## config.mk

```make
export PLATFORM = sky130hd
export DESIGN_NAME = vmem_port_scheduler
export DESIGN_NICKNAME = d
export VERILOG_FILES = /design/src/rtl/vmem_port_scheduler.sv
export SDC_FILE = /design/constraint.sdc
export NUM_CORES = 1
export LEC_CHECK = 0
export BUFFER_PORTS_ARGS = -buffer_cell sky130_fd_sc_hd__buf_4
export CORE_AREA = 2 2 465 467
export DETAILED_ROUTE_END_ITERATION = 10
export DIE_AREA = 0 0 467 469
export PLACE_DENSITY = 0.3
export SYNTH_ARGS = -nofsm -noshare
export SYNTH_HDL_FRONTEND = slang
export SYNTH_SLANG_ARGS = --single-unit
```

## constraint.sdc

```tcl
create_clock -name clk -period 2.75 [get_ports clk]
set_clock_uncertainty 0.05 [all_clocks]
set_input_delay 0.1375 -clock clk [delete_from_list [all_inputs] [get_ports clk]]
set_output_delay 0.1375 -clock clk [all_outputs]
set_load 0.005 [all_outputs]
```

## src/rtl/vmem_port_scheduler.sv

```systemverilog
// vmem_port_scheduler
// Round-robin owner of the single vector data-memory port. One granted
// reservation-station entry at a time is sequenced through BEATS row accesses
// using the beat addresses latched at grant. Load rows are tagged with owner
// and beat on the way back, and a done pulse closes each operation.
module vmem_port_scheduler #(
    parameter int NUM_REQ = 4,
    parameter int LANES   = 8,
    parameter int BEATS   = 4,
    parameter int ADDR_W  = 8,
    parameter int DATA_W  = 32,
    localparam int ID_W   = (NUM_REQ > 1) ? $clog2(NUM_REQ) : 1,
    localparam int BEAT_W = (BEATS > 1) ? $clog2(BEATS) : 1
) (
    input  logic                             clk,
    input  logic                             rst,
    input  logic                             flush,
    input  logic [NUM_REQ-1:0]               req_valid,
    input  logic [NUM_REQ-1:0]               req_is_load,
    input  logic [NUM_REQ*BEATS*ADDR_W-1:0]  req_addr,
    input  logic [LANES*DATA_W-1:0]          st_wdata,
    output logic [NUM_REQ-1:0]               grant,
    output logic [BEAT_W-1:0]                cur_beat,
    output logic                             mem_req,
    output logic                             mem_we,
    output logic [ADDR_W-1:0]                mem_addr,
    output logic [LANES*DATA_W-1:0]          mem_wdata,
    input  logic [LANES*DATA_W-1:0]          mem_rdata,
    output logic                             ld_valid,
    output logic [ID_W-1:0]                  ld_id,
    output logic [BEAT_W-1:0]                ld_beat,
    output logic [LANES*DATA_W-1:0]          ld_data,
    output logic                             done,
    output logic [ID_W-1:0]                  done_id
);

    typedef enum logic [1:0] {IDLE, ISSUE, LAST, DONE} state_t;

    state_t              state_reg;
    logic [ID_W-1:0]     ptr_reg;
    logic [ID_W-1:0]     owner_reg;
    logic [NUM_REQ-1:0]  grant_reg;
    logic [BEAT_W-1:0]   cur_beat_reg;
    logic                mem_req_reg;
    logic                mem_we_reg;
    logic [ADDR_W-1:0]   mem_addr_reg;
    logic                ld_valid_reg;
    logic [ID_W-1:0]     ld_id_reg;
    logic [BEAT_W-1:0]   ld_beat_reg;
    logic                done_reg;
    logic [ID_W-1:0]     done_id_reg;

    logic [ADDR_W-1:0]   addr_lat [BEATS];
    logic [ADDR_W-1:0]   req_addr_arr [NUM_REQ][BEATS];
    logic [ID_W-1:0]     rr_idx [NUM_REQ];
    logic                arb_found;
    logic [ID_W-1:0]     arb_win;
    logic                take_grant;

    genvar gi, gb;

    // Unpack the flat address bus into [entry][beat]
    generate
        for (gi = 0; gi < NUM_REQ; gi++) begin : g_req
            for (gb = 0; gb < BEATS; gb++) begin : g_beat
                assign req_addr_arr[gi][gb] = req_addr[(gi*BEATS+gb)*ADDR_W +: ADDR_W];
            end
        end
    endgenerate

    // rr_idx[k] is the entry examined k+1 places after the pointer, wrapped
    generate
        for (gi = 0; gi < NUM_REQ; gi++) begin : g_rr
            logic [ID_W:0] rr_raw;
            assign rr_raw     = {1'b0, ptr_reg} + (ID_W+1)'(gi + 1);
            assign rr_idx[gi] = (rr_raw >= (ID_W+1)'(NUM_REQ))
                              ? ID_W'(rr_raw - (ID_W+1)'(NUM_REQ))
                              : ID_W'(rr_raw);
        end
    endgenerate

    // Pick the nearest requester after the pointer (lowest offset wins)
    always_comb begin
        arb_found = 1'b0;
        arb_win   = '0;
        for (int k = NUM_REQ - 1; k >= 0; k--) begin
            if (req_valid[rr_idx[k]]) begin
                arb_found = 1'b1;
                arb_win   = rr_idx[k];
            end
        end
    end

    assign take_grant = (state_reg == IDLE) && arb_found && !flush;

    // Snapshot every beat address of the winner so requester changes are ignored
    generate
        for (gi = 0; gi < BEATS; gi++) begin : g_lat
            always_ff @(posedge clk) begin
                if (rst) begin
                    addr_lat[gi] <= '0;
                end else if (take_grant) begin
                    addr_lat[gi] <= req_addr_arr[arb_win][gi];
                end
            end
        end
    endgenerate

    // Operation FSM with registered port outputs; flush aborts but keeps the pointer
    always_ff @(posedge clk) begin
        if (rst) begin
            state_reg    <= IDLE;
            ptr_reg      <= ID_W'(NUM_REQ - 1);
            owner_reg    <= '0;
            grant_reg    <= '0;
            cur_beat_reg <= '0;
            mem_req_reg  <= 1'b0;
            mem_we_reg   <= 1'b0;
            mem_addr_reg <= '0;
            ld_valid_reg <= 1'b0;
            ld_id_reg    <= '0;
            ld_beat_reg  <= '0;
            done_reg     <= 1'b0;
            done_id_reg  <= '0;
        end else if (flush) begin
            state_reg    <= IDLE;
            grant_reg    <= '0;
            mem_req_reg  <= 1'b0;
            mem_we_reg   <= 1'b0;
            ld_valid_reg <= 1'b0;
            done_reg     <= 1'b0;
        end else begin
            // A read issued this cycle returns its row next cycle
            ld_valid_reg <= mem_req_reg && !mem_we_reg;
            if (mem_req_reg && !mem_we_reg) begin
                ld_id_reg   <= owner_reg;
                ld_beat_reg <= cur_beat_reg;
            end
            done_reg <= 1'b0;

            case (state_reg)
                IDLE: begin
                    if (arb_found) begin
                        grant_reg    <= NUM_REQ'(1) << arb_win;
                        owner_reg    <= arb_win;
                        ptr_reg      <= arb_win;
                        cur_beat_reg <= '0;
                        mem_req_reg  <= 1'b1;
                        mem_we_reg   <= !req_is_load[arb_win];
                        mem_addr_reg <= req_addr_arr[arb_win][0];
                        state_reg    <= ISSUE;
                    end
                end
                ISSUE: begin
                    if (cur_beat_reg == BEAT_W'(BEATS - 1)) begin
                        mem_req_reg <= 1'b0;
                        mem_we_reg  <= 1'b0;
                        state_reg   <= LAST;
                    end else begin
                        cur_beat_reg <= cur_beat_reg + BEAT_W'(1);
                        mem_addr_reg <= addr_lat[cur_beat_reg + BEAT_W'(1)];
                    end
                end
                LAST: begin
                    done_reg    <= 1'b1;
                    done_id_reg <= owner_reg;
                    grant_reg   <= '0;
                    state_reg   <= DONE;
                end
                DONE: begin
                    state_reg <= IDLE;
                end
                default: begin
                    state_reg <= IDLE;
                end
            endcase
        end
    end

    assign grant     = grant_reg;
    assign cur_beat  = cur_beat_reg;
    assign mem_req   = mem_req_reg;
    assign mem_we    = mem_we_reg;
    assign mem_addr  = mem_addr_reg;
    assign mem_wdata = st_wdata;
    assign ld_valid  = ld_valid_reg;
    assign ld_id     = ld_id_reg;
    assign ld_beat   = ld_beat_reg;
    assign ld_data   = mem_rdata;
    assign done      = done_reg;
    assign done_id   = done_id_reg;

endmodule

```

==> Word-level counts from Yosys, hierarchy flattened <==
Memory sizes are Yosys's and may differ from the RTL's.
Index checks and enable logic that the tools add are counted.
{ "totals": {"ff_bits": 30, "ram_bits": 32, "input_bits": 651, "word_cells": 115, "n_memories": 1} }
{ "mem_list": {"columns": ["name", "words", "width", "rd", "rd_clocked_by_memory_dff", "write_ports", "line_no", "source"], "rows": [
  ["addr_lat", 4, 8, 1, 0, 4, "53", "logic [ADDR_W-1:0] addr_lat [BEATS];"]
]} }
{ "op_classes": {"addsub": 9, "order_cmp": 10, "n_eq_ne": 7, "shifts": 1, "mux": 51, "bitwise": 6, "reduce_logical": 17} }
{ "ops": {"columns": ["op", "n"], "rows": [
  ["binary-select mux 32 bit (select 2 bit)", 1],
  ["two-way mux 32 bit", 2],
  ["two-way mux 8 bit", 6],
  ["two-way mux 2 bit", 12],
  ["two-way mux 1 bit", 18],
  ["one-hot mux 8 bit (2 select lines)", 1],
  [">= comparator 3 bit, second input constant", 5],
  ["< comparator 2 x 3 -> 1 bit, second input constant", 5],
  ["binary-select mux 1 bit (select 2 bit)", 5],
  ["one-hot mux 2 bit (4 select lines)", 1],
  ["one-hot mux 4 bit (2 select lines)", 1],
  ["AND reduction 2 bit", 4],
  ["subtractor 2 x 1 -> 2 bit, second input constant", 4],
  ["adder 2 x 2 -> 3 bit, second input constant", 2],
  ["equality test 2 bit, second input constant", 3],
  ["!= test 2 bit, second input constant", 3],
  ["AND reduction 3 bit", 2],
  ["two-way mux 4 bit", 1],
  ["OR 1 bit", 4],
  ["one-hot mux 1 bit (2 select lines)", 2],
  ["one-hot mux 2 bit (2 select lines)", 1],
  ["AND reduction 4 bit", 1],
  ["nonzero test 2 bit", 2],
  ["<< shifter 1 x 2 -> 4 bit, first input constant", 1],
  ["10 further kinds", 14]
]} }

==> Depth between registers and ports, before layout <==
Gate-level depths: netlist of run 1.
{ "logic_depth": {"word_depth": 15, "ltp_mapped": 8, "mapped_depth_nobuf": 7} }

==> Worst setup path after synthesis of run 1 <==
OpenSTA, ideal clock, no wires.
{ "synth_path": {"path_type": "reg2reg", "start": "register state_reg[0]", "end": "memory addr_lat[0][0] (enable)", "arrival_time_ps": 1626, "required_ps": 2325, "setup_slack_ps": 699, "path_stages_with_launch": 6, "synth_period_minus_slack_ps": 2051, "cell_sequence": "dfxtp_1 inv_1 ha_1 nand2b_1 nor2_1 or2_2"} }
{ "synth_lines": {"columns": ["item", "line_no", "source"], "rows": [
  ["from (decl)", "39", "state_t state_reg;"],
  ["from (signal assigned)", "112", "state_reg <= IDLE;"],
  ["from (signal assigned)", "126", "state_reg <= IDLE;"],
  ["from (signal assigned)", "151", "state_reg <= ISSUE;"],
  ["to (decl)", "53", null]
]} }

==> flow_metrics.tcl, run 1 <==
set metrics [dict create \
    numPortBuffers 162 \
    p_int_mw 2.280 \
    outcome "finished clean" \
    antenna_found_initial 21 \
    num_rows 170 \
    synth_area_per_cell_um2 9.040 \
    worstPathRequired_ps 2830 \
    synth_edf_count 32 \
    grt_max_degree 34 \
    die_h_um 469 \
    pwr_density_cell_nw_per_um2 395.2 \
    stdcell_count 3334 \
    start_kind "flip-flop" \
    drv_cap 0 \
    min_path_type "in -> reg" \
    cts_inserted_buffers 9 \
    drc 0 \
    core_area_um2 213800 \
    grt_pass1_wl_mm 105.1 \
    drtIter0Drc 176 \
    wl_per_cell_um 28.78 \
    clk_latency_ps 410 \
    period_minus_slack_ps 2589 \
    final_common_cell "buf_4" \
    p_leak_nw 2.481 \
    grt_pass1_vias 4739 \
    syn_inst 813 \
    place.gp.congestion 0.6935 \
    hold_viol 0 \
    dp.final_hpwl_mm 88.55 \
    start_util 0.03438 \
    max_freq_mhz 386.3 \
    clkPwrFrac 0.409 \
    tns_ps 0 \
    setup_viol 0 \
    dr.pass1.iters 4 \
    ys_seq_area_frac 0.2125 \
    async_flop_share 0 \
    cts_num_sinks 62 \
    share_comb_of_total_power 0.253 \
    slew_viol_final 0 \
    yosysWarnings 0 \
    grt_setup_unrepaired "no" \
    dr_total_vias 4421 \
    ant_nets 0 \
    p_seq_frac 0.338 \
    ys_ff_latch 62 \
    cp_max_fo 33 \
    routed_wl_mm 95.96 \
    htreeDepth 3 \
    switching_power_mw 1.188 \
    arrival_ps 2670 \
    via_per_inst 1.326 \
    peakVddDrop_v 0.0003591 \
    synth.cell_area_um2 7350 \
    final_nets 1138 \
    die_w_um 467 \
    largest_reg_flops 32 \
    worstMarginPinSlew_ps 955.2 \
    ios 1187 \
    clock_path_buffers 2 \
    drive_above_1_share 0.4467 \
    p_sw_frac 0.3426 \
    root_buffer "clkbuf_16" \
    clk_pin_slew_ps 70 \
    cp-end-kind "flip-flop" \
    dpl.cell_count 3302 \
    synthesis.nets 1468 \
    dieArea_um2 219000 \
    cts_setup_buffers 0 \
    crit_type "reg -> reg" \
    area_delta_synth_final_pct 19.42 \
    final_cell_mix "buf_4, mux2i_1, o22ai_1" \
    post-route-period-util 0.9413 \
    relSlewSlack 0.3632 \
    cts_tree "done" \
    yosysUniqueCellTypes 41 \
    grt.overflow.total 0 \
    synth_ff_type "edfxtp_1" \
    track_usage 0.08407 \
]
==> routing by layer <==
metal,up-vias,wire [um],track usage
li1,1554,-,-
met1,1725,17800,0.04512
met2,843,40010,0.1223
met3,291,31980,0.1283
met4,8,6034,0.05173
met5,-,140,0.006277
==> metrics by stage <==
stage	hold slack, ps	setup slack, ps	area [um2]	utilization	power (mW)
6_report	57.56	161.5	8777	0.04106	3.468
2_1_floorplan	228.5	699.4	7350	-	2.120
4_1_cts	6.752	27.53	8757	0.04097	3.681
5_1_grt	38.36	15.44	8760	0.04098	3.716
3_3_place_gp	225.0	25.21	8349	0.03906	2.118
3_5_place_dp	225.0	24.38	8349	0.03906	2.117
==> kinds of logic after synthesis <==
logic type | share of synthesized area
and+or+nand+nor | 0.04545
muxes | 0.1243
DFF | 0.2125
adders and majority gates | 0.006810
AOI/OAI and AO/OA | 0.06555
buffers and inverters | 0.5455
==> timing repair <==
item	CTS	global route
hold buffers	8	0
resized for setup	0	0
hold endpoints to repair	15	0
endpoints found under the setup margin	0	0
==> cells in the mapped netlist (3+ instances only) <==
| cell | number | area share |
|---|---|---|
| a21oi_1 | 9 | 0.0061 |
| buf_2 | 6 | 0.0041 |
| dfxtp_1 | 30 | 0.082 |
| o221ai_1 | 9 | 0.011 |
| clkbuf_1 | 5 | 0.0026 |
| a22oi_1 | 8 | 0.0082 |
| mux2i_1 | 71 | 0.097 |
| nor2_1 | 26 | 0.013 |
| buf_12 | 3 | 0.0082 |
| nor3_1 | 5 | 0.0034 |
| ha_1 | 4 | 0.0068 |
| mux4_2 | 8 | 0.025 |
| nor2b_1 | 3 | 0.0026 |
| o22ai_1 | 33 | 0.028 |
| o21ai_0 | 3 | 0.0020 |
| nand2b_1 | 6 | 0.0051 |
| nand2_1 | 9 | 0.0046 |
| edfxtp_1 | 32 | 0.13 |
| buf_4 | 515 | 0.53 |
==> worst max-delay path, stage by stage, from the launching register on <==
cell and delay (ps):
dfxtp_1 410, nor2b_4 60, o21a_1 210, nor3_4 220, buf_12 270, buf_12 290, mux2i_1 520, o22ai_1 160
==> path summary, 6_finish.rpt <==
check	cells after the start	startpoint	slack [ps]	end
worst min register to register	2	grant[3]$_SDFFE_PP0P_	410	grant[3]$_SDFFE_PP0P_
worst max-delay path	7	ptr_reg[0]$_SDFFE_PP1P_	160	addr_lat[0][2]$_SDFFCE_PN0P_
worst max register to register	7	ptr_reg[0]$_SDFFE_PP1P_	160	addr_lat[0][2]$_SDFFCE_PN0P_
worst min-delay path	3	req_addr[69]	60	mem_addr[5]$_SDFFE_PP0P_
==> power by group through the flow <==
stage	registers, mW	clock network, mW	logic [mW]
after global routing	1.19	1.56	0.961
after CTS	1.19	1.56	0.929
after detailed placement	1.21	0	0.909
after floorplan	1.11	0	1.01
after global placement	1.21	0	0.905
final	1.17	1.42	0.877
==> cell type report <==
class	instances	area (um2)
Antenna cell	8	20.02
Fill cell	25370	205000
Sequential cell	62	1562
Multi-Input combinational cell	217	1793
Tap cell	2838	3551
Inverter	2	7.507
Timing Repair Buffer	191	1516
Clock inverter	4	50.05
Clock buffer	12	277.8
No activity file was read; power rests on OpenSTA's default activity.
==> run 2, diff against run 1 <==
ABC_AREA = 1   (was not set)
CORE_AREA = 2 2 457 459   (was 2 2 465 467)
DIE_AREA = 0 0 459 461   (was 0 0 467 469)
==> flow_metrics.tcl, run 2 <==
set metrics [dict create \
    dr_total_vias 5399 \
    grt_pass1_wl_mm 117.2 \
    drtIter0Drc 261 \
    dr.pass1.iters 4 \
    arrival_ps 2550 \
    area_delta_synth_final_pct 14.48 \
    syn_inst 961 \
    synth.cell_area_um2 7777 \
    worstMarginPinSlew_ps 603.7 \
    wl_per_cell_um 31.83 \
    post-route-util 0.04313 \
    synth_edf_count 32 \
    max_freq_mhz 403.3 \
    switching_power_mw 2.988 \
    largest_reg_flops 32 \
    cp_max_fo 17 \
    start_util 0.03767 \
    post-route-period-util 0.9016 \
    place.gp.congestion 0.6823 \
    outcome "finished clean" \
    yosysWarnings 0 \
    via_per_inst 1.619 \
    ant_nets 0 \
    num_rows 167 \
    start_kind "flip-flop" \
    crit_type "reg -> reg" \
    period_minus_slack_ps 2479 \
    antenna_found_initial 72 \
    dp.final_hpwl_mm 98.35 \
    share_comb_of_total_power 0.559 \
    numPortBuffers 162 \
    cts_inserted_buffers 9 \
    die_h_um 461 \
    final_common_cell "buf_4" \
    final_cell_mix "buf_4, nand2_1, nand3_1" \
    clk_latency_ps 380 \
    min_path_type "in -> reg" \
    async_flop_share 0 \
    p_leak_nw 2.531 \
    cp-end-kind "flip-flop" \
    p_sw_frac 0.4910 \
    p_int_mw 3.098 \
    synth_top_area_frac 0.4981 \
    cts_tree "done" \
    synthMostInstantiatedCell "buf_4" \
    setup_viol 0 \
    synth_ff_type "edfxtp_1" \
    routed_wl_mm 106.1 \
    drive_above_1_share 0.4277 \
    tns_ps 0 \
    synth_area_per_cell_um2 8.093 \
    clkPwrFrac 0.215 \
    root_buffer "clkbuf_16" \
    die_w_um 459 \
    multi_input_area_um2 2123 \
    dieArea_um2 211600 \
    peakVddDrop_v 0.0002875 \
    yosysUniqueCellTypes 35 \
    yosysTopAreaCell "buf_4" \
    slew_viol_final 0 \
    hold_viol 0 \
    track_usage 0.09541 \
    worstPathRequired_ps 2820 \
    relSlewSlack 0.5961 \
    grt_setup_unrepaired "no" \
    ios 1187 \
    core_area_um2 206400 \
    grt_pass1_vias 5464 \
    fill_cells 24490 \
    ys_ff_latch 62 \
    htreeDepth 3 \
    synth_commonest_cells "buf_4, nand2_1, nand3_1" \
    grt.overflow.total 0 \
    grt_max_degree 33 \
    register_area_um2 1563 \
    p_seq_frac 0.226 \
    pwr_density_cell_nw_per_um2 683.6 \
    ys_seq_area_frac 0.2008 \
    drc 0 \
    synthesis.nets 1616 \
    clock_path_buffers 2 \
    clk_pin_slew_ps 70 \
    cts_num_sinks 62 \
    synthTopCellsByArea "buf_4, edfxtp_1, dfxtp_1" \
    drv_cap 0 \
    final_nets 1272 \
]
-- run 2: cell types whose count changed in the layout (fill, tap and decap cells not counted), moves of 12 or more --
cell and delta:
a22oi_1 +21, a21oi_2 +18, a22oi_2 +19, o21ai_0 +21, o22ai_1 -33, nand3_1 +38
mux2i_1 -63, nand2_4 +12, nand2_1 +81, inv_1 +21, a21oi_1 +27
-- run 2: area by class of cell --
class                   count  area share
repair buffers            178      0.1571
diodes                      8    0.002248
clock buffers               9     0.02530
multi-input cells         337      0.2385
flip-flops and latches     62      0.1755
clock inverters             7    0.008291
well taps                2704      0.3800
inverters                  29     0.01307
-- run 2: worst paths after layout --
check                                             start                            to  slack, ps  cells after the start
worst max-delay path            ptr_reg[0]$_SDFFE_PP1P_  addr_lat[1][4]$_SDFFCE_PN0P_        270                     14
worst min-delay path                                rst      cur_beat[1]$_SDFFE_PP0P_         40                      2
worst max register to register  ptr_reg[0]$_SDFFE_PP1P_  addr_lat[1][4]$_SDFFCE_PN0P_        270                     14
worst min register to register    ld_id[1]$_SDFFE_PP0P_         ld_id[1]$_SDFFE_PP0P_        410                      2
-- run 2: through the flow --
| stage | power, mW | instances | instance area [um2] | setup WS (ps) | hold WS, ps |
|---|---|---|---|---|---|
| after global placement | 4.711 | 3307 | 8541 | 145.5 | 225.0 |
| after detailed placement | 4.721 | 3307 | 8541 | 168.9 | 225.0 |
| final | 6.086 | 3334 | 8904 | 270.6 | 43.40 |
| after CTS | 6.095 | 3323 | 8840 | 161.7 | 34.44 |
| after global routing | 6.488 | 3326 | 8884 | 90.32 | 38.24 |
| after floorplan | 4.027 | 961 | 7777 | 286.6 | 156.6 |
-- run 2: timing repair --
item,4_1_cts,5_1_grt
hold buffers,0,0
gates resized for setup,0,1
hold endpoints to repair,0,0
endpoints found under the setup margin,0,9
setup buffers,0,1
-- run 2: worst max-delay path: stages, from the launching register on --
cell and delay, ps:
dfxtp_2 440, buf_4 170, nand2_1 70, nand3_1 110, nand2_1 80, inv_2 60
nand2_4 70, nand2_4 100, nand2_8 100, nand2_4 230, buf_4 240, nor2_4 60
buf_12 160, a22oi_1 200, a21oi_2 70
-- run 2: metal layers --
layer / wire length [um] / global-route usage
met1: 18550 / 0.04446
met2: 45770 / 0.1449
met3: 34210 / 0.1503
met4: 6915 / 0.05602
met5: 681 / 0.005511
-- run 2: power groups by stage --
stage               logic (mW)  clock network [mW]  registers [mW]
floorplan                 2.73                   0            1.30
global placement          3.31                   0            1.40
detailed placement        3.32                   0            1.40
CTS                       3.33                1.38            1.38
global route              3.70                1.39            1.40
finish                    3.40                1.31            1.37
-- run 2: cells by family (layout without fill, tap and decap cells) --
family | Yosys count | count (layout) | share of synthesized area
other cells | 0 | 8 | 0
compound gates | 140 | 140 | 0.1326
simple gates | 183 | 185 | 0.1205
buf+inv | 564 | 223 | 0.5294
mux | 8 | 8 | 0.01030
fa+ha+maj | 4 | 4 | 0.006435
flops | 62 | 62 | 0.2008
==> run 3, diff against run 2 <==
==> constraint.sdc (replaced) <==
create_clock -name clk -period 2.75 [get_ports clk]
set_clock_uncertainty 0.05 [all_clocks]
set_input_delay 0.275 -clock clk [delete_from_list [all_inputs] [get_ports clk]]
set_output_delay 0.275 -clock clk [all_outputs]
set_load 0.005 [all_outputs]
==> flow_metrics.tcl, run 3 (synthesis gave the netlist of run 2 again) <==
set metrics [dict create \
    dpl.cell_count 3305 \
    largest_reg_flops 32 \
    worstRegToRegCells 12 \
    drc 0 \
    max_freq_mhz 418.6 \
    final_cell_mix "buf_4, nand2_1, nand3_1" \
    fill_cells 24520 \
    place.gp.congestion 0.6837 \
    numPortBuffers 162 \
    r2r_slack_ps 360 \
    dr.pass1.iters 4 \
    core_area_um2 206400 \
    area_delta_synth_final_pct 14.03 \
    path_cells "inv_1 -> nand2_1 -> nand2_2 -> nand2_2 -> nand2_4 -> nor2_1 -> nand2_1 -> nand2_2 -> inv_2 -> nor2_8 -> a22oi_1 -> a21oi_2" \
    hold_depth 2 \
    dp.final_hpwl_mm 98.26 \
    peakVddDrop_v 0.0002970 \
    drtIter0Drc 331 \
    relSlewSlack 0.6052 \
    grt_pass1_vias 5372 \
    cts_tree "done" \
    track_usage 0.09537 \
    crit_type "reg -> reg" \
    wl_per_cell_um 31.63 \
    via_per_inst 1.607 \
    slew_viol_final 0 \
    p_leak_nw 2.518 \
    grt_pass1_wl_mm 117.3 \
    cts_inserted_buffers 9 \
    root_buffer "clkbuf_16" \
    grt_setup_unrepaired "no" \
    min_to "owner_reg[0]$_SDFFE_PP0P_" \
    drv_cap 0 \
    post-route-period-util 0.8686 \
    worstPathRequired_ps 2920 \
    start_util 0.03767 \
    min_from "rst" \
    arrival_ps 2560 \
    stdcell_count 3327 \
    worstMarginPinSlew_ps 590.5 \
    pwr_density_cell_nw_per_um2 668.3 \
    min_path_type "in -> reg" \
    slowest_delay_ps 450 \
    hold_ws_ps 150.9 \
    clock_path_buffers 2 \
    grt.overflow.total 0 \
    clk_pin_slew_ps 70 \
    die_w_um 459 \
    final_nets 1267 \
    clk_latency_ps 370 \
    grt_max_degree 33 \
    critPathSlowestCell "nor2_8" \
    num_rows 167 \
    dr_total_vias 5348 \
    r2r_end "addr_lat[3][6]$_SDFFCE_PN0P_" \
    hold_viol 0 \
    dieArea_um2 211600 \
    cp_common_cell "nand2_2" \
    routed_wl_mm 105.2 \
    hold_buffers 0 \
    antenna_found_initial 75 \
    htreeDepth 3 \
    period_minus_slack_ps 2389 \
    final_common_cell "buf_4" \
    die_h_um 461 \
    r2r_start "ptr_reg[1]$_SDFFE_PP1P_" \
    setup_viol 0 \
    outcome "finished clean" \
    start_kind "flip-flop" \
    ios 1187 \
    drive_above_1_share 0.4230 \
    cp_max_fo 26 \
    tns_ps 0 \
    ant_nets 0 \
    cts_num_sinks 62 \
    cp-end-kind "flip-flop" \
]
run 3: changes by cell type in the layout (fill, tap and decap cells not counted):
cell,previous run,this run
buf_4,173,170
diode_2,8,6
nor2_4,5,3
clkbuf_1,0,1
clkbuf_16,9,10
clkinv_4,1,0
clkinvlp_4,2,1
inv_6,1,2
inv_8,1,0
nor3_1,1,0
nor3_2,0,1
run 3: stage by stage:
| step | setup WS [ps] | utilization | power, mW | instance area (um2) |
|---|---|---|---|---|
| 2_1_floorplan | 286.6 | - | 4.027 | 7777 |
| 3_3_place_gp | 197.3 | 0.04136 | 4.715 | 8538 |
| 3_5_place_dp | 215.6 | 0.04136 | 4.715 | 8538 |
| 4_1_cts | 193.5 | 0.04286 | 6.114 | 8847 |
| 5_1_grt | 147.8 | 0.04289 | 6.363 | 8853 |
| 6_report | 361.3 | 0.04296 | 5.927 | 8869 |
run 3: worst max-delay path by stage:
stage	slack (ps)	from	depth (start not counted)	endpoint
2_1_floorplan	290	ptr_reg[0]$_SDFFE_PP1P_	11	addr_lat[0][0]$_SDFFCE_PN0P_
3_3_place_gp	200	ptr_reg[0]$_SDFFE_PP1P_	10	addr_lat[0][3]$_SDFFCE_PN0P_
3_5_place_dp	220	ptr_reg[0]$_SDFFE_PP1P_	11	addr_lat[1][2]$_SDFFCE_PN0P_
4_1_cts	190	ptr_reg[0]$_SDFFE_PP1P_	11	addr_lat[1][2]$_SDFFCE_PN0P_
5_1_grt	150	ptr_reg[0]$_SDFFE_PP1P_	11	addr_lat[2][3]$_SDFFCE_PN0P_
6_report	360	ptr_reg[1]$_SDFFE_PP1P_	12	addr_lat[3][6]$_SDFFCE_PN0P_
run 3: power by group:
group,switching (mW),internal [mW],total [mW]
Clock,0.580,0.759,1.34
Sequential,0.146,1.22,1.37
Combinational,2.10,1.12,3.22
run 3: timing repair:
action | CTS | global route
setup buffers | 0 | 0
resized for setup | 0 | 2
endpoints found under the setup margin | 0 | 8
run 3: area by class of cell:
cell class | instances | area, um2 | share of cell area
Antenna cell | 6 | 15.01 | 0.001693
Clock buffer | 11 | 254.0 | 0.02864
Clock inverter | 5 | 55.05 | 0.006208
Inverter | 29 | 116.4 | 0.01312
Multi-Input combinational cell | 335 | 2106 | 0.2374
Sequential cell | 62 | 1563 | 0.1762
Tap cell | 2704 | 3383 | 0.3815
Timing Repair Buffer | 175 | 1376 | 0.1552
run 3: critical path: cells and delay by family (launching register included):
family / cells / cell delay, ps
AO/OA/AOI/OAI: 2 / 360
AND/OR/NAND/NOR: 8 / 1110
flip-flops: 1 / 410
buffers and inverters: 2 / 290
run 3: layer usage:
layer / global-route usage / share of wire / up-vias / routed length, um
met3: 0.1467 / 0.33 / 432 / 34340
met2: 0.1436 / 0.42 / 810 / 44640
li1: - / - / 1952 / -
met5: 0.008266 / 0.0079 / - / 830
met1: 0.04691 / 0.17 / 2064 / 18160
met4: 0.05703 / 0.069 / 90 / 7274
